===== src/rtl/rtc_addr_pkg.sv =====
// Shared encodings and the default RTC register address table for the address sequencer.
package rtc_addr_pkg;

  localparam logic [1:0] MODE_SINGLE    = 2'd0;
  localparam logic [1:0] MODE_BURST     = 2'd1;
  localparam logic [1:0] MODE_CMD_BURST = 2'd2;

  typedef enum logic [1:0] {
    S_IDLE = 2'd0,
    S_CMD  = 2'd1,
    S_RUN  = 2'd2,
    S_DONE = 2'd3
  } seq_state_e;

  // Index 0 is the control register, 1..6 the date/time block, 7..9 the timer block.
  function automatic logic [7:0] rtc_table_entry(input int idx);
    case (idx)
      0:       return 8'hF0;
      1:       return 8'h21;
      2:       return 8'h22;
      3:       return 8'h23;
      4:       return 8'h24;
      5:       return 8'h25;
      6:       return 8'h26;
      7:       return 8'h41;
      8:       return 8'h42;
      9:       return 8'h43;
      default: return 8'h00;
    endcase
  endfunction

endpackage


===== src/rtl/rtc_addr_rom.sv =====
// Combinational index-to-address lookup; indices at or beyond N_ENTRIES read as zero.
module rtc_addr_rom
  import rtc_addr_pkg::*;
#(
  parameter int DATA_W    = 8,
  parameter int IDX_W     = 4,
  parameter int N_ENTRIES = 10
) (
  input  logic [IDX_W-1:0]  idx,
  output logic [DATA_W-1:0] data
);

  logic [DATA_W-1:0] entry [N_ENTRIES];

  genvar gi;
  generate
    for (gi = 0; gi < N_ENTRIES; gi++) begin : g_entry
      assign entry[gi] = DATA_W'(rtc_table_entry(gi));
    end
  endgenerate

  always_comb begin
    data = '0;
    for (int i = 0; i < N_ENTRIES; i++) begin
      if (idx == IDX_W'(i)) data = entry[i];
    end
  end

endmodule


===== src/rtl/rtc_addr_sequencer.sv =====
// Turns one start request into an ordered valid/ready stream of RTC register addresses.
module rtc_addr_sequencer
  import rtc_addr_pkg::*;
#(
  parameter int                DATA_W    = 8,
  parameter int                N_ENTRIES = 10,
  parameter int                IDX_W     = 4,
  parameter logic [DATA_W-1:0] CMD_ADDR  = DATA_W'(8'hF0)
) (
  input  logic              clk,
  input  logic              reset_n,
  input  logic              start,
  input  logic [1:0]        mode,
  input  logic [IDX_W-1:0]  first_idx,
  input  logic [IDX_W-1:0]  last_idx,
  input  logic              abort,
  input  logic              addr_ready,
  output logic [DATA_W-1:0] addr_out,
  output logic              addr_valid,
  output logic [IDX_W-1:0]  seq_index,
  output logic              busy,
  output logic              done,
  output logic              err
);

  localparam logic [IDX_W:0] N_LIM = (IDX_W + 1)'(N_ENTRIES);

  seq_state_e        state_q, state_d;
  logic [IDX_W-1:0]  cur_idx_q, cur_idx_d;
  logic [IDX_W-1:0]  last_q, last_d;
  logic [DATA_W-1:0] addr_out_q, addr_out_d;
  logic [IDX_W-1:0]  seq_index_q, seq_index_d;
  logic              addr_valid_q, addr_valid_d;
  logic              busy_q, busy_d;
  logic              done_q, done_d;
  logic              err_q, err_d;

  logic [DATA_W-1:0] rom_data;
  logic              first_oor, last_oor, req_bad, hs, emitting;

  assign first_oor = {1'b0, first_idx} >= N_LIM;
  assign last_oor  = {1'b0, last_idx} >= N_LIM;
  assign req_bad   = !(mode inside {MODE_SINGLE, MODE_BURST, MODE_CMD_BURST}) || first_oor ||
                     ((mode != MODE_SINGLE) && (last_oor || (first_idx > last_idx)));
  assign hs        = addr_valid_q && addr_ready;

  always_comb begin
    state_d   = state_q;
    cur_idx_d = cur_idx_q;
    last_d    = last_q;
    err_d     = 1'b0;
    case (state_q)
      S_IDLE: begin
        if (start) begin
          if (req_bad) begin
            err_d = 1'b1;
          end else begin
            cur_idx_d = first_idx;
            last_d    = (mode == MODE_SINGLE) ? first_idx : last_idx;
            state_d   = (mode == MODE_CMD_BURST) ? S_CMD : S_RUN;
          end
        end
      end
      S_CMD: begin
        if (abort)   state_d = S_IDLE;
        else if (hs) state_d = S_RUN;
      end
      S_RUN: begin
        // abort wins over a same-cycle handshake: the sequence simply stops
        if (abort) begin
          state_d = S_IDLE;
        end else if (hs) begin
          if (cur_idx_q == last_q) state_d = S_DONE;
          else                     cur_idx_d = cur_idx_q + IDX_W'(1);
        end
      end
      S_DONE:  state_d = S_IDLE;
      default: state_d = S_IDLE;
    endcase
  end

  // Outputs are registered from the next state, so the table is looked up on the next index.
  rtc_addr_rom #(
    .DATA_W    (DATA_W),
    .IDX_W     (IDX_W),
    .N_ENTRIES (N_ENTRIES)
  ) u_rom (
    .idx  (cur_idx_d),
    .data (rom_data)
  );

  assign emitting     = (state_d == S_CMD) || (state_d == S_RUN);
  assign addr_out_d   = (state_d == S_CMD) ? CMD_ADDR : ((state_d == S_RUN) ? rom_data : '0);
  assign seq_index_d  = (state_d == S_RUN) ? cur_idx_d : '0;
  assign addr_valid_d = emitting;
  assign busy_d       = emitting;
  assign done_d       = (state_d == S_DONE);

  always_ff @(posedge clk or negedge reset_n) begin
    if (!reset_n) begin
      state_q      <= S_IDLE;
      cur_idx_q    <= '0;
      last_q       <= '0;
      addr_out_q   <= '0;
      seq_index_q  <= '0;
      addr_valid_q <= 1'b0;
      busy_q       <= 1'b0;
      done_q       <= 1'b0;
      err_q        <= 1'b0;
    end else begin
      state_q      <= state_d;
      cur_idx_q    <= cur_idx_d;
      last_q       <= last_d;
      addr_out_q   <= addr_out_d;
      seq_index_q  <= seq_index_d;
      addr_valid_q <= addr_valid_d;
      busy_q       <= busy_d;
      done_q       <= done_d;
      err_q        <= err_d;
    end
  end

  assign addr_out   = addr_out_q;
  assign addr_valid = addr_valid_q;
  assign seq_index  = seq_index_q;
  assign busy       = busy_q;
  assign done       = done_q;
  assign err        = err_q;

endmodule


===== config.mk =====
export PLATFORM = sky130hd
export DESIGN_NAME = rtc_addr_sequencer
export DESIGN_NICKNAME = d
export VERILOG_FILES = /design/src/rtl/rtc_addr_pkg.sv /design/src/rtl/rtc_addr_rom.sv /design/src/rtl/rtc_addr_sequencer.sv
export SDC_FILE = /design/constraint.sdc
export NUM_CORES = 1
export LEC_CHECK = 0
export BUFFER_PORTS_ARGS = -buffer_cell sky130_fd_sc_hd__clkbuf_2
export CAP_MARGIN = 20
export CORE_ASPECT_RATIO = 0.75
export CORE_MARGIN = 2
export CORE_UTILIZATION = 45
export CTS_CLUSTER_SIZE = 12
export DETAILED_ROUTE_END_ITERATION = 10
export PLACE_DENSITY = 0.68
export SYNTH_ARGS = -nofsm -noshare
export SYNTH_HDL_FRONTEND = slang
export SYNTH_HIERARCHICAL = 1
export SYNTH_SLANG_ARGS = --single-unit

===== constraint.sdc =====
create_clock -name clk -period 4 [get_ports clk]
set_clock_uncertainty 0.2 [all_clocks]
set_input_delay 0.6 -clock clk [delete_from_list [all_inputs] [get_ports clk]]
set_output_delay 0.6 -clock clk [all_outputs]
set_load 0.005 [all_outputs]

## After elaboration in Yosys (flattened, before gate mapping)

Index checks and enable logic that the tools add are counted.

- Reductions and logical operators: 13
- $lt $le $gt $ge: 3
- Equality and inequality tests: 18
- Add/sub/neg operators: 1
- Mux-type cells: 32
- Bitwise operators: 1

Operators with widths:

| kind | number |
|---|---|
| $mux 8 | 12 |
| $mux 4 | 7 |
| $eq 4x3->1 const B | 4 |
| $mux 2 | 8 |
| $eq 2x2->1 const B | 5 |
| $eq 4x2->1 const B | 2 |
| $eq 4x4->1 const B | 2 |
| $ge 4x4->1 const B | 2 |
| $pmux 2 s4 | 1 |
| $pmux 4 s2 | 1 |
| $eq 2x1->1 const B | 3 |
| $add 4x1->4 const B | 1 |
| $eq 4x1->1 const B | 1 |
| $eq 4x4->1 | 1 |
| $gt 4x4->1 | 1 |
| $logic_not 2->1 | 2 |
| $logic_not 4->1 | 1 |
| $logic_or 1x1->1 | 4 |
| $mux 1 | 3 |
| $reduce_and 3->1 | 1 |
| $reduce_bool 3->1 | 1 |
| $logic_and 1x1->1 | 2 |
| $reduce_bool 2->1 | 1 |
| $logic_not 1->1 | 1 |
| $not 1->1 | 1 |

- Output and inout bits: 16
- Input bits: 15
- Word-level logic and storage cells: 76
- Register bits: 25

## Longest topological paths before layout

- Depth after elaboration: 21
- Mapped depth: 12
- Gate-level depth less buffers: 11

## Hierarchy

Netlist, hierarchy kept.

Modules (own cells, without submodules):

| module | area an instance (um^2) | cells each | instances |
|---|---|---|---|
| rtc_addr_sequencer | 1301.2 | 122 | 1 |
| rtc_addr_rom | 122.6 | 17 | 1 |

## Worst setup path before layout

Ideal clock, no wire load.

- Path kind: input-to-reg
- From: in first_idx[2]
- To: reg addr_out_q[6], in the netlist addr_out[6]
- Setup slack: 1014 ps
- Setup time: 118 ps
- Buffers on the path: 1
- Required time: 3682 ps
- Arrival time: 2668 ps
- Stages on the path: 9
- Path through: o21ai_0 -> o211ai_2 -> or4b_4 -> or2_0 -> buf_2 -> a31oi_1 -> nand4b_1 -> o31ai_2 -> a21o_1

- Cells in the longest elaborated chain, start to end: 20
- Elaborated cells on any way between the ends: 36
- Those cells by class: order compare: 2; eq/ne: 11; mux: 18; reduce/logical: 5

Ends and longest elaborated chain:

| what | RTL line | source |
|---|---|---|
| start, declared | rtc_addr_sequencer.sv:14 | `input logic [IDX_W-1:0] first_idx,` |
| $gt 4x4->1 | rtc_addr_sequencer.sv:44 | `((mode != MODE_SINGLE) && (last_oor \|\| (first_idx > last_idx)));` |
| $logic_or 1x1->1 | rtc_addr_sequencer.sv:44 |  |
| $logic_and 1x1->1 | rtc_addr_sequencer.sv:44 |  |
| $logic_or 1x1->1 (*) | rtc_addr_sequencer.sv:43 | `assign req_bad = !(mode inside {MODE_SINGLE, MODE_BURST, MODE_CMD_BURST}) \|\| first_oor \|\|` |
| $mux 4 (*) | rtc_addr_sequencer.sv:55 | `if (req_bad) begin` |
| $mux 4 (*) | rtc_addr_sequencer.sv:54 | `if (start) begin` |
| $pmux 4 s2 (*) | rtc_addr_sequencer.sv:52 | `case (state_q)` |
| named net cur_idx_d[3] | rtc_addr_sequencer.sv:29 | `logic [IDX_W-1:0] cur_idx_q, cur_idx_d;` |
| $logic_not 4->1 | rtc_addr_rom.sv:25 | `if (idx == IDX_W'(i)) data = entry[i];` |
| $mux 8 (9 in a row) | rtc_addr_rom.sv:25 |  |
| $mux 8 (*) | rtc_addr_rom.sv:25 |  |
| named net rom_data[6] | rtc_addr_sequencer.sv:38 | `logic [DATA_W-1:0] rom_data;` |
| $mux 8 (*) (2 in a row) | rtc_addr_sequencer.sv:93 | `assign addr_out_d = (state_d == S_CMD) ? CMD_ADDR : ((state_d == S_RUN) ? rom_data : '0);` |
| named net addr_out_d[6] | rtc_addr_sequencer.sv:31 | `logic [DATA_W-1:0] addr_out_q, addr_out_d;` |
| end signal, assigned | rtc_addr_sequencer.sv:114 | `addr_out_q <= addr_out_d;` |
| end, declared | rtc_addr_sequencer.sv:31 |  |

Mark *: on every way through the listed nets, which the timed path passes. The rest lies on a longest branch.
A chain may end at the register's enable or synchronous reset.

## Worst setup path in the final report

- From: in mode[1]
- To: reg addr_out_q[0], in the netlist addr_out[0]

- Elaborated cells on any way between the ends: 38
- Those cells by class: eq/ne: 13; mux: 18; reduce/logical: 7

RTL lines:

| what | RTL line | source |
|---|---|---|
| start, declared | rtc_addr_sequencer.sv:13 | `input logic [1:0] mode,` |
| $eq 2x1->1, or another cell as far along | rtc_addr_sequencer.sv:43 |  |
| $reduce_bool 3->1 | rtc_addr_sequencer.sv:43 |  |
| $logic_not 1->1 | rtc_addr_sequencer.sv:43 |  |
| $logic_or 1x1->1 (2 in a row) | rtc_addr_sequencer.sv:43 |  |
| $mux 2 (*) | rtc_addr_sequencer.sv:55 |  |
| $mux 2 (*) | rtc_addr_sequencer.sv:54 |  |
| $pmux 2 s4 (*) | rtc_addr_sequencer.sv:52 |  |
| named net state_d[1] | rtc_addr_sequencer.sv:28 | `seq_state_e state_q, state_d;` |
| $eq 2x2->1 | rtc_addr_sequencer.sv:93 |  |
| $mux 8 | rtc_addr_sequencer.sv:93 |  |
| $mux 8 (*) | rtc_addr_sequencer.sv:93 |  |
| named net addr_out_d[0] | rtc_addr_sequencer.sv:31 |  |

Marks and branches as above.

==> key figures <==
Worst setup path
  • Max stage delay on crit path: 0.58 ns
  • CP bufs+invs: 2
  • Critical Path Fanout Max: 13
  • Setup CP Type: in -> reg
  • WP data arrival: 3.16 ns
  • Crit path cell chain: clkbuf_2 -> nor2_4 -> o211ai_2 -> or4b_4 -> or2_0 -> o22ai_1 -> ha_1 -> inv_1 -> nor2_1 -> and2_1
  • Critical Path Slowest Stage Cell: or4b_4
  • FF-to-FF Start: state_q[1]$_DFF_PN0_
  • Critical path required time: 4.00 ns
  • Delay-heaviest family, CP: simple AND/OR/NAND/NOR gates
  • Reg2Reg Depth: 7
  • Critical Path End Type: flop
  • R2R Setup Slk: 1.14 ns
  • Crit start category: input port
  • Worst r2r dst: addr_out[0]$_DFF_PN0_

Yosys
  • Total number of yosys warnings: 6
  • Yosys top cell by area: dfrtp_1
  • EDFF count, synth: 0
  • Number of synthesized register bits: 25
  • Post-synthesis cell count: 139
  • Area share of the largest cell type after synthesis: 0.4394
  • Syn_nets: 163
  • Synth async-reset ratio: 1.000
  • Sequential-to-total area share from yosys stat: 0.4394
  • Synth area leaders: dfrtp_1, ha_1, o21ai_0, mux2i_1, buf_4
  • Synthesized area: 1424 µm²
  • Synth cell count leaders: dfrtp_1, inv_1, ha_1, o21ai_0, a21oi_1
  • Count leader, synth: dfrtp_1
  • Syn Area/Cell: 10.24 µm²
  • Distinct cells, synth: 41
  • Ys flop type: dfrtp_1

CTS
  • Hold bufs inserted after CTS: 0
  • Num CTS Buffers: 3
  • CTS-repair resized insts: 0
  • CTS H-tree lvls: 1
  • Reg clk slew, reported paths: 0.08 ns
  • Maximum clock path buffer count: 2
  • CTS tree: yes
  • Root buffer cell: clkbuf_8
  • Clock Latency Late Sink: 0.26 ns
  • CTS sink cnt: 25
  • Postcts setup bufs: 0

Cells and area
  • Area delta synth->final: 14.76%
  • Share of layout cells above drive strength 1: 0.2575
  • Core Util, Final: 0.5487
  • Antenna cells: 0
  • Fin nets: 192

STA
  • Post-route setup TNS: 0 ns
  • Slack of the critical path: 0.8420 ns
  • Fmax: 0.3167 GHz
  • Setup violations, final: 0
  • Relative slew slack: 0.6070
  • Fin. max-slew vios: 0
  • Final Cycle Share: 0.7895
  • Slew @ Worst Pin: 0.5895 ns
  • Final hold viol count: 0
  • Period minus WS final: 3.158 ns
  • Min Hold Slack: 0.1201 ns
  • RSZ-0062 raised after global routing: false

Routing
  • Final wirelength: 2857 µm
  • Vias: 1133
  • DRT Pass-1 Iters: 4
  • Drt wl/cell: 13.94 µm
  • Number of DRC violations after detailed-routing iteration 0: 66
  • Via density: 5.527
  • Drt drc: 0
  • Antenna viol nets, final: 0

Place
  • Place WS: 0.5874 ns
  • # port buffers: 30
  • Dpl hpwl: 2247 µm
  • Gpl congestion: 0.9198

Power and ir drop
  • Peak VDD IR: 260.5 µV
  • Total power draw: 728.3 µW
  • Pwr dens: 445.7 nW/µm²
  • Leakage Power: 0.0008381 µW

Global routing
  • Total track usage: 0.1812
  • Number of antenna violations at the first check in global routing: 0
  • First-pass GRT wire length: 4767 µm
  • Grt ovf: 0
  • Vias in the first global route: 1097
  • Largest net degree at the start of global routing: 26

Floorplan
  • Die footprint: 3635 µm²
  • Die width: 68.95 µm
  • I/O pins: 31
  • Starting Density: 0.4782
  • Chip Height: 52.72 µm
  • Core footprint: 2978 µm²
  • Num rows: 17

Run status
  • Status: complete, no violations

Run
  • Max Cap Violations: 0

Hold path
  • HP Class: in -> async
[area by class of cell]
type	instances	area, µm²
well taps	38	47.55
repair buffers	32	165.2
clock buffers	3	41.29
multi-input cells	96	709.4
inverters	10	37.54
fillers	272	1344
flip-flops and latches	25	625.6
clock inverters	1	7.507
[registers in the layout (all words and copies together), names as in the netlist]
signal / cells
addr_out: 8
busy: 1
cur_idx_q: 4
done: 1
err: 1
last_q: 4
seq_index: 4
state_q: 2
[worst max-delay path by stage]
stage / from / cells past startpoint / slack (ns) / end
final: mode[1] / 10 / 0.84 / addr_out[0]$_DFF_PN0_
after global routing: mode[1] / 10 / 0.61 / addr_out[0]$_DFF_PN0_
after CTS: mode[1] / 10 / 0.86 / addr_out[0]$_DFF_PN0_
after detailed placement: mode[1] / 10 / 0.59 / addr_out[0]$_DFF_PN0_
after global placement: first_idx[2] / 10 / 0.75 / addr_out[0]$_DFF_PN0_
after floorplan: first_idx[2] / 9 / 1.01 / addr_out[6]$_DFF_PN0_
[cell usage in the layout, fill, tap and decap left out, types with 3 or more instances in the layout]
master | netlist | routed
inv_1 | 10 | 10
o21ai_0 | 9 | 9
xnor2_1 | 4 | 4
and2_1 | 5 | 5
nand3_1 | 3 | 3
a21o_1 | 4 | 4
nor2b_1 | 4 | 4
mux2i_1 | 4 | 4
a31oi_1 | 3 | 3
dfrtp_1 | 25 | 25
o211ai_1 | 4 | 4
ha_1 | 9 | 9
clkbuf_8 | 0 | 3
nor2_1 | 6 | 6
clkbuf_2 | 0 | 30
nand2_1 | 6 | 6
a21oi_1 | 7 | 7
[power by group]
group	switching, µW	total [µW]	leakage, µW	internal [µW]
registers	37.0	334	0.000330	297
logic	138	246	0.000486	108
clock network	77.4	148	0.0000217	70.5
[routing by layer]
metal,track usage,wire length [µm],up-vias
li1,-,-,554
met1,0.2647,1437,535
met2,0.2612,1200,42
met3,0.05161,209,2
met4,0.04902,9,0
met5,0,0,-
[per-stage QoR]
| stage | std cells | cell area (µm²) |
|---|---|---|
| after floorplan | 139 | 1424 |
| after global placement | 201 | 1585 |
| after detailed placement | 201 | 1585 |
| after CTS | 205 | 1634 |
| after global routing | 205 | 1634 |
| final | 205 | 1634 |
[logic make-up after synthesis]
kind of cell,after synthesis,share of synthesized area
compound gates,43,0.2127
xor+xnor,4,0.02460
fa+ha+maj,9,0.07909
buf+inv,18,0.06239
flops,25,0.4394
mux,4,0.02812
other cells,1,0.002634
simple gates,35,0.1511
Power figures use the tool's default switching activity.
